--- src/rtl/debounce_pkg.sv ---
// Shared types and helpers for the front-panel button debouncer.
// The optional auto-repeat feature is enabled with BUTTON_AUTO_REPEAT_EN.
package debounce_pkg;

    typedef enum logic [1:0] {
        RELEASED = 2'd0,
        PRESSED  = 2'd1,
        LONG     = 2'd2
    } btn_state_e;

    // Bits needed to hold the values 0..n inclusive.
    function automatic int cnt_w(input int n);
        return $clog2(n + 1);
    endfunction

endpackage

--- src/rtl/debounce_channel.sv ---
// One debouncer channel: 2-FF synchroniser, stable-time filter, press/long FSM.
// Auto-repeat of press_pulse while in LONG is built only with BUTTON_AUTO_REPEAT_EN.
module debounce_channel
    import debounce_pkg::*;
#(
    parameter int STABLE_CYCLES = 1_000_000,
    parameter int LONG_CYCLES   = 100_000_000
`ifdef BUTTON_AUTO_REPEAT_EN
    ,
    parameter int REPEAT_CYCLES = 20_000_000
`endif
) (
    input  logic clk,
    input  logic rst,
    input  logic i_raw_n,
    output logic o_btn_level,
    output logic o_press_pulse,
    output logic o_release_pulse,
    output logic o_long_pulse,
    output logic o_long_held
);

    localparam int STABLE_W = cnt_w(STABLE_CYCLES);
    localparam int HOLD_W   = $clog2(LONG_CYCLES);
    localparam logic [STABLE_W-1:0] STABLE_LAST = STABLE_W'(STABLE_CYCLES - 1);
    localparam logic [HOLD_W-1:0]   HOLD_LAST   = HOLD_W'(LONG_CYCLES - 1);

    logic                r_sync_meta;
    logic                r_sync;
    logic [STABLE_W-1:0] r_stable_cnt;
    logic                r_level;
    logic                w_stable_done;
    logic                w_rise;
    logic                w_fall;

    btn_state_e          r_state;
    btn_state_e          w_state_nxt;
    logic [HOLD_W-1:0]   r_hold_cnt;
    logic [HOLD_W-1:0]   w_hold_nxt;
    logic                r_press;
    logic                r_release;
    logic                r_long;
    logic                w_press_nxt;
    logic                w_release_nxt;
    logic                w_long_nxt;

`ifdef BUTTON_AUTO_REPEAT_EN
    localparam int REP_W = cnt_w(REPEAT_CYCLES);
    localparam logic [REP_W-1:0] REP_LAST = REP_W'(REPEAT_CYCLES - 1);

    logic [REP_W-1:0]    r_rep_cnt;
    logic [REP_W-1:0]    w_rep_nxt;
`endif

    // The counter only ever runs while sync disagrees with the accepted level,
    // so reaching its last value means STABLE_CYCLES consecutive mismatches.
    assign w_stable_done = (r_sync != r_level) && (r_stable_cnt == STABLE_LAST);
    assign w_rise        = w_stable_done &&  r_sync;
    assign w_fall        = w_stable_done && !r_sync;

    // NOTE: sequential state uses non-blocking assignments only, so every flop
    // samples the pre-edge value of its neighbours regardless of block order.
    always_ff @(posedge clk or posedge rst) begin
        if (rst) begin
            r_sync_meta  <= 1'b0;
            r_sync       <= 1'b0;
            r_stable_cnt <= '0;
            r_level      <= 1'b0;
        end else begin
            r_sync_meta <= i_raw_n;
            r_sync      <= r_sync_meta;
            if (r_sync == r_level) begin
                r_stable_cnt <= '0;
            end else if (w_stable_done) begin
                r_level      <= r_sync;
                r_stable_cnt <= '0;
            end else begin
                r_stable_cnt <= r_stable_cnt + STABLE_W'(1);
            end
        end
    end

    always_comb begin
        // NOTE: every combinational output is defaulted first so no path can
        // leave a signal unassigned and infer a latch.
        w_state_nxt   = r_state;
        w_hold_nxt    = r_hold_cnt;
        w_press_nxt   = 1'b0;
        w_release_nxt = 1'b0;
        w_long_nxt    = 1'b0;
`ifdef BUTTON_AUTO_REPEAT_EN
        w_rep_nxt     = '0;
`endif
        case (r_state)
            RELEASED: begin
                if (w_rise) begin
                    w_state_nxt = PRESSED;
                    w_hold_nxt  = '0;
                    w_press_nxt = 1'b1;
                end
            end
            PRESSED: begin
                // A release landing on the long threshold takes priority.
                if (w_fall) begin
                    w_state_nxt   = RELEASED;
                    w_release_nxt = 1'b1;
                end else if (r_hold_cnt == HOLD_LAST) begin
                    w_state_nxt = LONG;
                    w_long_nxt  = 1'b1;
                end else begin
                    w_hold_nxt = r_hold_cnt + HOLD_W'(1);
                end
            end
            LONG: begin
                if (w_fall) begin
                    w_state_nxt   = RELEASED;
                    w_release_nxt = 1'b1;
                end
`ifdef BUTTON_AUTO_REPEAT_EN
                else if (r_rep_cnt == REP_LAST) begin
                    w_press_nxt = 1'b1;
                end else begin
                    w_rep_nxt = r_rep_cnt + REP_W'(1);
                end
`endif
            end
            default: begin
                w_state_nxt = RELEASED;
            end
        endcase
    end

    always_ff @(posedge clk or posedge rst) begin
        if (rst) begin
            r_state    <= RELEASED;
            r_hold_cnt <= '0;
            r_press    <= 1'b0;
            r_release  <= 1'b0;
            r_long     <= 1'b0;
        end else begin
            r_state    <= w_state_nxt;
            r_hold_cnt <= w_hold_nxt;
            r_press    <= w_press_nxt;
            r_release  <= w_release_nxt;
            r_long     <= w_long_nxt;
        end
    end

`ifdef BUTTON_AUTO_REPEAT_EN
    always_ff @(posedge clk or posedge rst) begin
        if (rst) begin
            r_rep_cnt <= '0;
        end else begin
            r_rep_cnt <= w_rep_nxt;
        end
    end
`endif

    assign o_btn_level     = r_level;
    assign o_press_pulse   = r_press;
    assign o_release_pulse = r_release;
    assign o_long_pulse    = r_long;
    assign o_long_held     = (r_state == LONG);

endmodule

--- src/rtl/button_debounce_multi.sv ---
// N-channel debouncer for front-panel buttons and limit switches.
// Define BUTTON_AUTO_REPEAT_EN to add press_pulse auto-repeat while a button is long-held.
module button_debounce_multi
    import debounce_pkg::*;
#(
    parameter int               N_BTN           = 4,
    parameter int               STABLE_CYCLES   = 1_000_000,
    parameter int               LONG_CYCLES     = 100_000_000,
    parameter int               REPEAT_CYCLES   = 20_000_000,
    parameter logic [N_BTN-1:0] ACTIVE_LOW_MASK = {N_BTN{1'b0}}
) (
    input  logic             clk,
    input  logic             rst,
    input  logic [N_BTN-1:0] btn_raw,
    output logic [N_BTN-1:0] btn_level,
    output logic [N_BTN-1:0] press_pulse,
    output logic [N_BTN-1:0] release_pulse,
    output logic [N_BTN-1:0] long_pulse,
    output logic [N_BTN-1:0] long_held
);

    if (STABLE_CYCLES < 1 || LONG_CYCLES <= STABLE_CYCLES || REPEAT_CYCLES < 1) begin : g_bad_params
        $error("button_debounce_multi: invalid timing parameters");
    end

    // Normalise polarity before synchronising so a cleared flop always means released.
    logic [N_BTN-1:0] w_raw_n;
    assign w_raw_n = btn_raw ^ ACTIVE_LOW_MASK;

    for (genvar i = 0; i < N_BTN; i++) begin : g_ch
        debounce_channel #(
            .STABLE_CYCLES (STABLE_CYCLES),
            .LONG_CYCLES   (LONG_CYCLES)
`ifdef BUTTON_AUTO_REPEAT_EN
            ,
            .REPEAT_CYCLES (REPEAT_CYCLES)
`endif
        ) u_ch (
            .clk             (clk),
            .rst             (rst),
            .i_raw_n         (w_raw_n[i]),
            .o_btn_level     (btn_level[i]),
            .o_press_pulse   (press_pulse[i]),
            .o_release_pulse (release_pulse[i]),
            .o_long_pulse    (long_pulse[i]),
            .o_long_held     (long_held[i])
        );
    end

endmodule

--- config.mk ---
export PLATFORM = sky130hd
export DESIGN_NAME = button_debounce_multi
export DESIGN_NICKNAME = d
export VERILOG_FILES = /design/src/rtl/debounce_pkg.sv /design/src/rtl/debounce_channel.sv /design/src/rtl/button_debounce_multi.sv
export SDC_FILE = /design/constraint.sdc
export NUM_CORES = 1
export LEC_CHECK = 0
export ABC_CLOCK_PERIOD_IN_PS = 8630
export CELL_PAD_IN_SITES_DETAIL_PLACEMENT = 1
export CELL_PAD_IN_SITES_GLOBAL_PLACEMENT = 1
export CORE_UTILIZATION = 49
export DETAILED_ROUTE_END_ITERATION = 10
export GPL_TIMING_DRIVEN = 0
export PLACE_DENSITY = 0.81
export SYNTH_ARGS = -nofsm -noshare
export SYNTH_HDL_FRONTEND = slang
export SYNTH_SLANG_ARGS = --single-unit
--- constraint.sdc ---
create_clock -name clk -period 8.63 [get_ports clk]
set_clock_uncertainty 0.2 [all_clocks]
set_input_delay 0.863 -clock clk [delete_from_list [all_inputs] [get_ports clk]]
set_output_delay 0.863 -clock clk [all_outputs]
set_load 0.02 [all_outputs]
==> flow_metrics.env <==
export IMPL_status="completed"
export IMPL_num_rows=56
export IMPL_rr_worst_depth=7
export IMPL_ys_top_cells_by_count="dfrtp_1, nand2_1, nor2_1"
export IMPL_post_route_drc_count=0
export IMPL_grt_max_degree=112
export IMPL_worst_slew_pin_slew_ns=1.247
export IMPL_r2r_end="g_ch[1].u_ch.r_hold_cnt[15]"
export IMPL_max_cap_violations=0
export IMPL_grt_pass1_wl_mm=52.32
export IMPL_yosys_register_bits=220
export IMPL_ys_warn_count=0
export IMPL_die_area_um2=24800
export IMPL_crit_type="reg -> reg"
export IMPL_route_vias_total=10180
export IMPL_end_kind="flop"
export IMPL_fmax_ghz=0.2817
export IMPL_rr_startpoint="g_ch[1].u_ch.r_stable_cnt[12]"
export IMPL_synth_area_leader_cell="dfrtp_1"
export IMPL_path_max_fanout=10
export IMPL_fin_crit_ns=3.549
export IMPL_arrival_ns=3.77
export IMPL_coreArea_um2=23610
export IMPL_min_path_type="reg -> reg"
export IMPL_syn_area_um2=11850
export IMPL_drv_slew=0
export IMPL_io_buffer_count=25
export IMPL_fin_crit_sh_pct=41.13
export IMPL_stdcell_area_um2=13340
export IMPL_dpl_instance_area_um2=12530
export IMPL_wirelength_mm=30.50
export IMPL_cts_tree="built"
export IMPL_cts_resized_gates=0
export IMPL_worstSetupStartpointType="flop"
export IMPL_grt_pass1_vias=10550
export IMPL_ir_worst_vdd_mv=0.1131
export IMPL_required_ns=8.85
export IMPL_synthFlopType="dfrtp_1"
export IMPL_dr_pass1_iters=4
export IMPL_synth_edff_count=0
export IMPL_antenna_found_initial=0
export IMPL_crit_path_start="g_ch[1].u_ch.r_stable_cnt[12]"
export IMPL_synth_most_common_cell="dfrtp_1"
export IMPL_syn_to_final_growth_pct=12.61
export IMPL_clkLatencyLatePin_ns=0.52
export IMPL_via_per_inst=5.988
export IMPL_cts_sinks=220
export IMPL_diodes=0
export IMPL_postSynth_asyncResetShare_pct=100.0
export IMPL_syn_num_nets=1337
export IMPL_die_w_um=157.5
export IMPL_fin_tns_setup_ns=0
export IMPL_finalHoldViolations=0
export IMPL_yosysSeqAreaShare_pct=46.47
export IMPL_root_buffer="clkbuf_16"
export IMPL_avgRoutedWirePerCell_um=17.94
export IMPL_dieHeight_um=157.5
export IMPL_setup_worst_path_end="g_ch[1].u_ch.r_hold_cnt[15]"
export IMPL_numCtsBuffers=25
export IMPL_ioPinCount=26
export IMPL_netlist_instances=1311
export IMPL_post_place_cells=1656
export IMPL_layout_drive_gt1_share_pct=6.589
export IMPL_ys_types=67
export IMPL_overflow=0
export IMPL_nNetsFinal=1390
export IMPL_p_leak_nw=5.662
export IMPL_relSlewSlack_pct=16.21
export IMPL_cts_max_path_buffers=3
export IMPL_cts_hold_buf=0
export IMPL_setup_ws_ns=5.081
export IMPL_setup_violations_final=0
export IMPL_avgSynthCellArea_um2=9.036
export IMPL_cts_max_level=1
export IMPL_regToRegSetupSlack_ns=5.08
export IMPL_place_ws_ns=5.104
export IMPL_clk_pin_slew_ns=0.06
export IMPL_track_usage_pct=25.73
export IMPL_synthTopCellsByArea="dfrtp_1, nand2_1, nor2_1, nand3_1, xnor2_1"
export IMPL_rsz0062_at_grt="no"
export IMPL_detail_route_antenna_nets=0
export IMPL_final_cells=1700
export IMPL_power_density_nw_per_um2=161.2
export IMPL_post_cts_buffers=0
export IMPL_start_util_pct=50.17
export IMPL_yosysTopAreaCellShare_pct=46.47
export IMPL_initialDrtViolationCount=467
export IMPL_dp_hpwl_mm=20.48
export IMPL_hold_ws_ns=0.1495
export IMPL_place_gp_congestion=0.7921
export IMPL_min_delay_start="g_ch[0].u_ch.r_sync_meta"
==> power breakdown <==
part	internal [mW]	leakage (nW)	switching, mW
sequential	1.04	3.05	0.00571
clock	0.633	0.399	0.431
combinational	0.00939	2.22	0.0321
==> worst min-delay path by stage <==
stage | endpoint | slack, ns | cells after the start
2_1_floorplan | g_ch[0].u_ch.r_sync | 0.13 | 0
6_report | g_ch[0].u_ch.r_sync | 0.15 | 0
3_5_place_dp | g_ch[0].u_ch.r_sync | 0.14 | 0
4_1_cts | g_ch[0].u_ch.r_sync | 0.15 | 0
3_3_place_gp | g_ch[3].u_ch.r_sync | 0.13 | 0
5_1_grt | g_ch[0].u_ch.r_sync | 0.16 | 0
==> critical path: stages, from the launching register on <==
cell	delay, ns
dfrtp_1	0.43
or4b_2	0.69
nor4_1	0.39
nand3_1	0.32
a211oi_1	0.60
clkbuf_1	0.46
a21oi_1	0.13
o21ai_0	0.24
==> area by class of cell <==
cell class	instances	area, um^2
flip-flops and latches	220	5505
repair buffers	26	277.8
fillers	2756	10270
clock inverters	8	92.59
inverters	49	191.4
clock buffers	36	716.9
well taps	319	399.1
plain buffers	63	344.1
multi-input cells	979	5813
==> flip-flops by register name (all words and copies together), names as in the netlist <==
name,count
g_ch.u_ch.o_release_pulse,4
g_ch.u_ch.r_sync_meta,4
g_ch.u_ch.o_press_pulse,4
g_ch.u_ch.o_btn_level,4
g_ch.u_ch.r_sync,4
g_ch.u_ch.r_stable_cnt,80
g_ch.u_ch.r_state,8
g_ch.u_ch.o_long_pulse,4
g_ch.u_ch.r_hold_cnt,108
==> cells in the final DEF (no fill, tap or decap), types with 6 or more instances in the layout <==
| cell | n |
|---|---|
| a21oi_1 | 44 |
| clkbuf_1 | 36 |
| nand2_1 | 144 |
| dfrtp_1 | 220 |
| or4_1 | 19 |
| xor2_1 | 36 |
| mux2i_1 | 7 |
| o41ai_1 | 6 |
| a22o_1 | 8 |
| buf_2 | 8 |
| nor2_1 | 139 |
| or3_1 | 21 |
| o21ai_0 | 66 |
| a31oi_1 | 19 |
| nand3_1 | 97 |
| and3_1 | 54 |
| xnor2_1 | 44 |
| o211ai_1 | 9 |
| or2_2 | 7 |
| a21o_1 | 14 |
| nand2b_1 | 8 |
| ha_1 | 20 |
| and4_1 | 13 |
| or4b_2 | 6 |
| buf_4 | 22 |
| o31ai_1 | 8 |
| clkbuf_16 | 25 |
| and2_1 | 10 |
| a211o_1 | 12 |
| clkdlybuf4s50_1 | 25 |
| nor3_1 | 37 |
| nand4_1 | 37 |
| nor4b_1 | 6 |
| inv_1 | 48 |
| nor4_1 | 27 |
==> cells by family after synthesis <==
logic type,count (synthesis),share of synthesized area (%)
adder cells (fa/ha/maj),20,2.112
AO/OA/AOI/OAI,218,11.95
XOR/XNOR,80,5.915
multiplexers,8,0.6865
buffers and inverters,112,4.457
flip-flops,220,46.47
AND/OR/NAND/NOR,653,28.41
==> stage by stage <==
stage,total power [mW],util [%]
after floorplan,1.089,-
after global placement,1.103,52.92
after detailed placement,1.106,53.07
after CTS,2.177,56.50
after global routing,2.220,56.50
final,2.150,56.50
==> per-layer routing <==
metal	vias up	wire length (um)	track usage [%]
met2	125	14960	44.16
met1	5189	14160	34.55
met4	0	586	6.981
met5	-	0	0
met3	49	796	2.643
li1	4817	-	-
No activity file was read; power rests on OpenSTA's default activity.
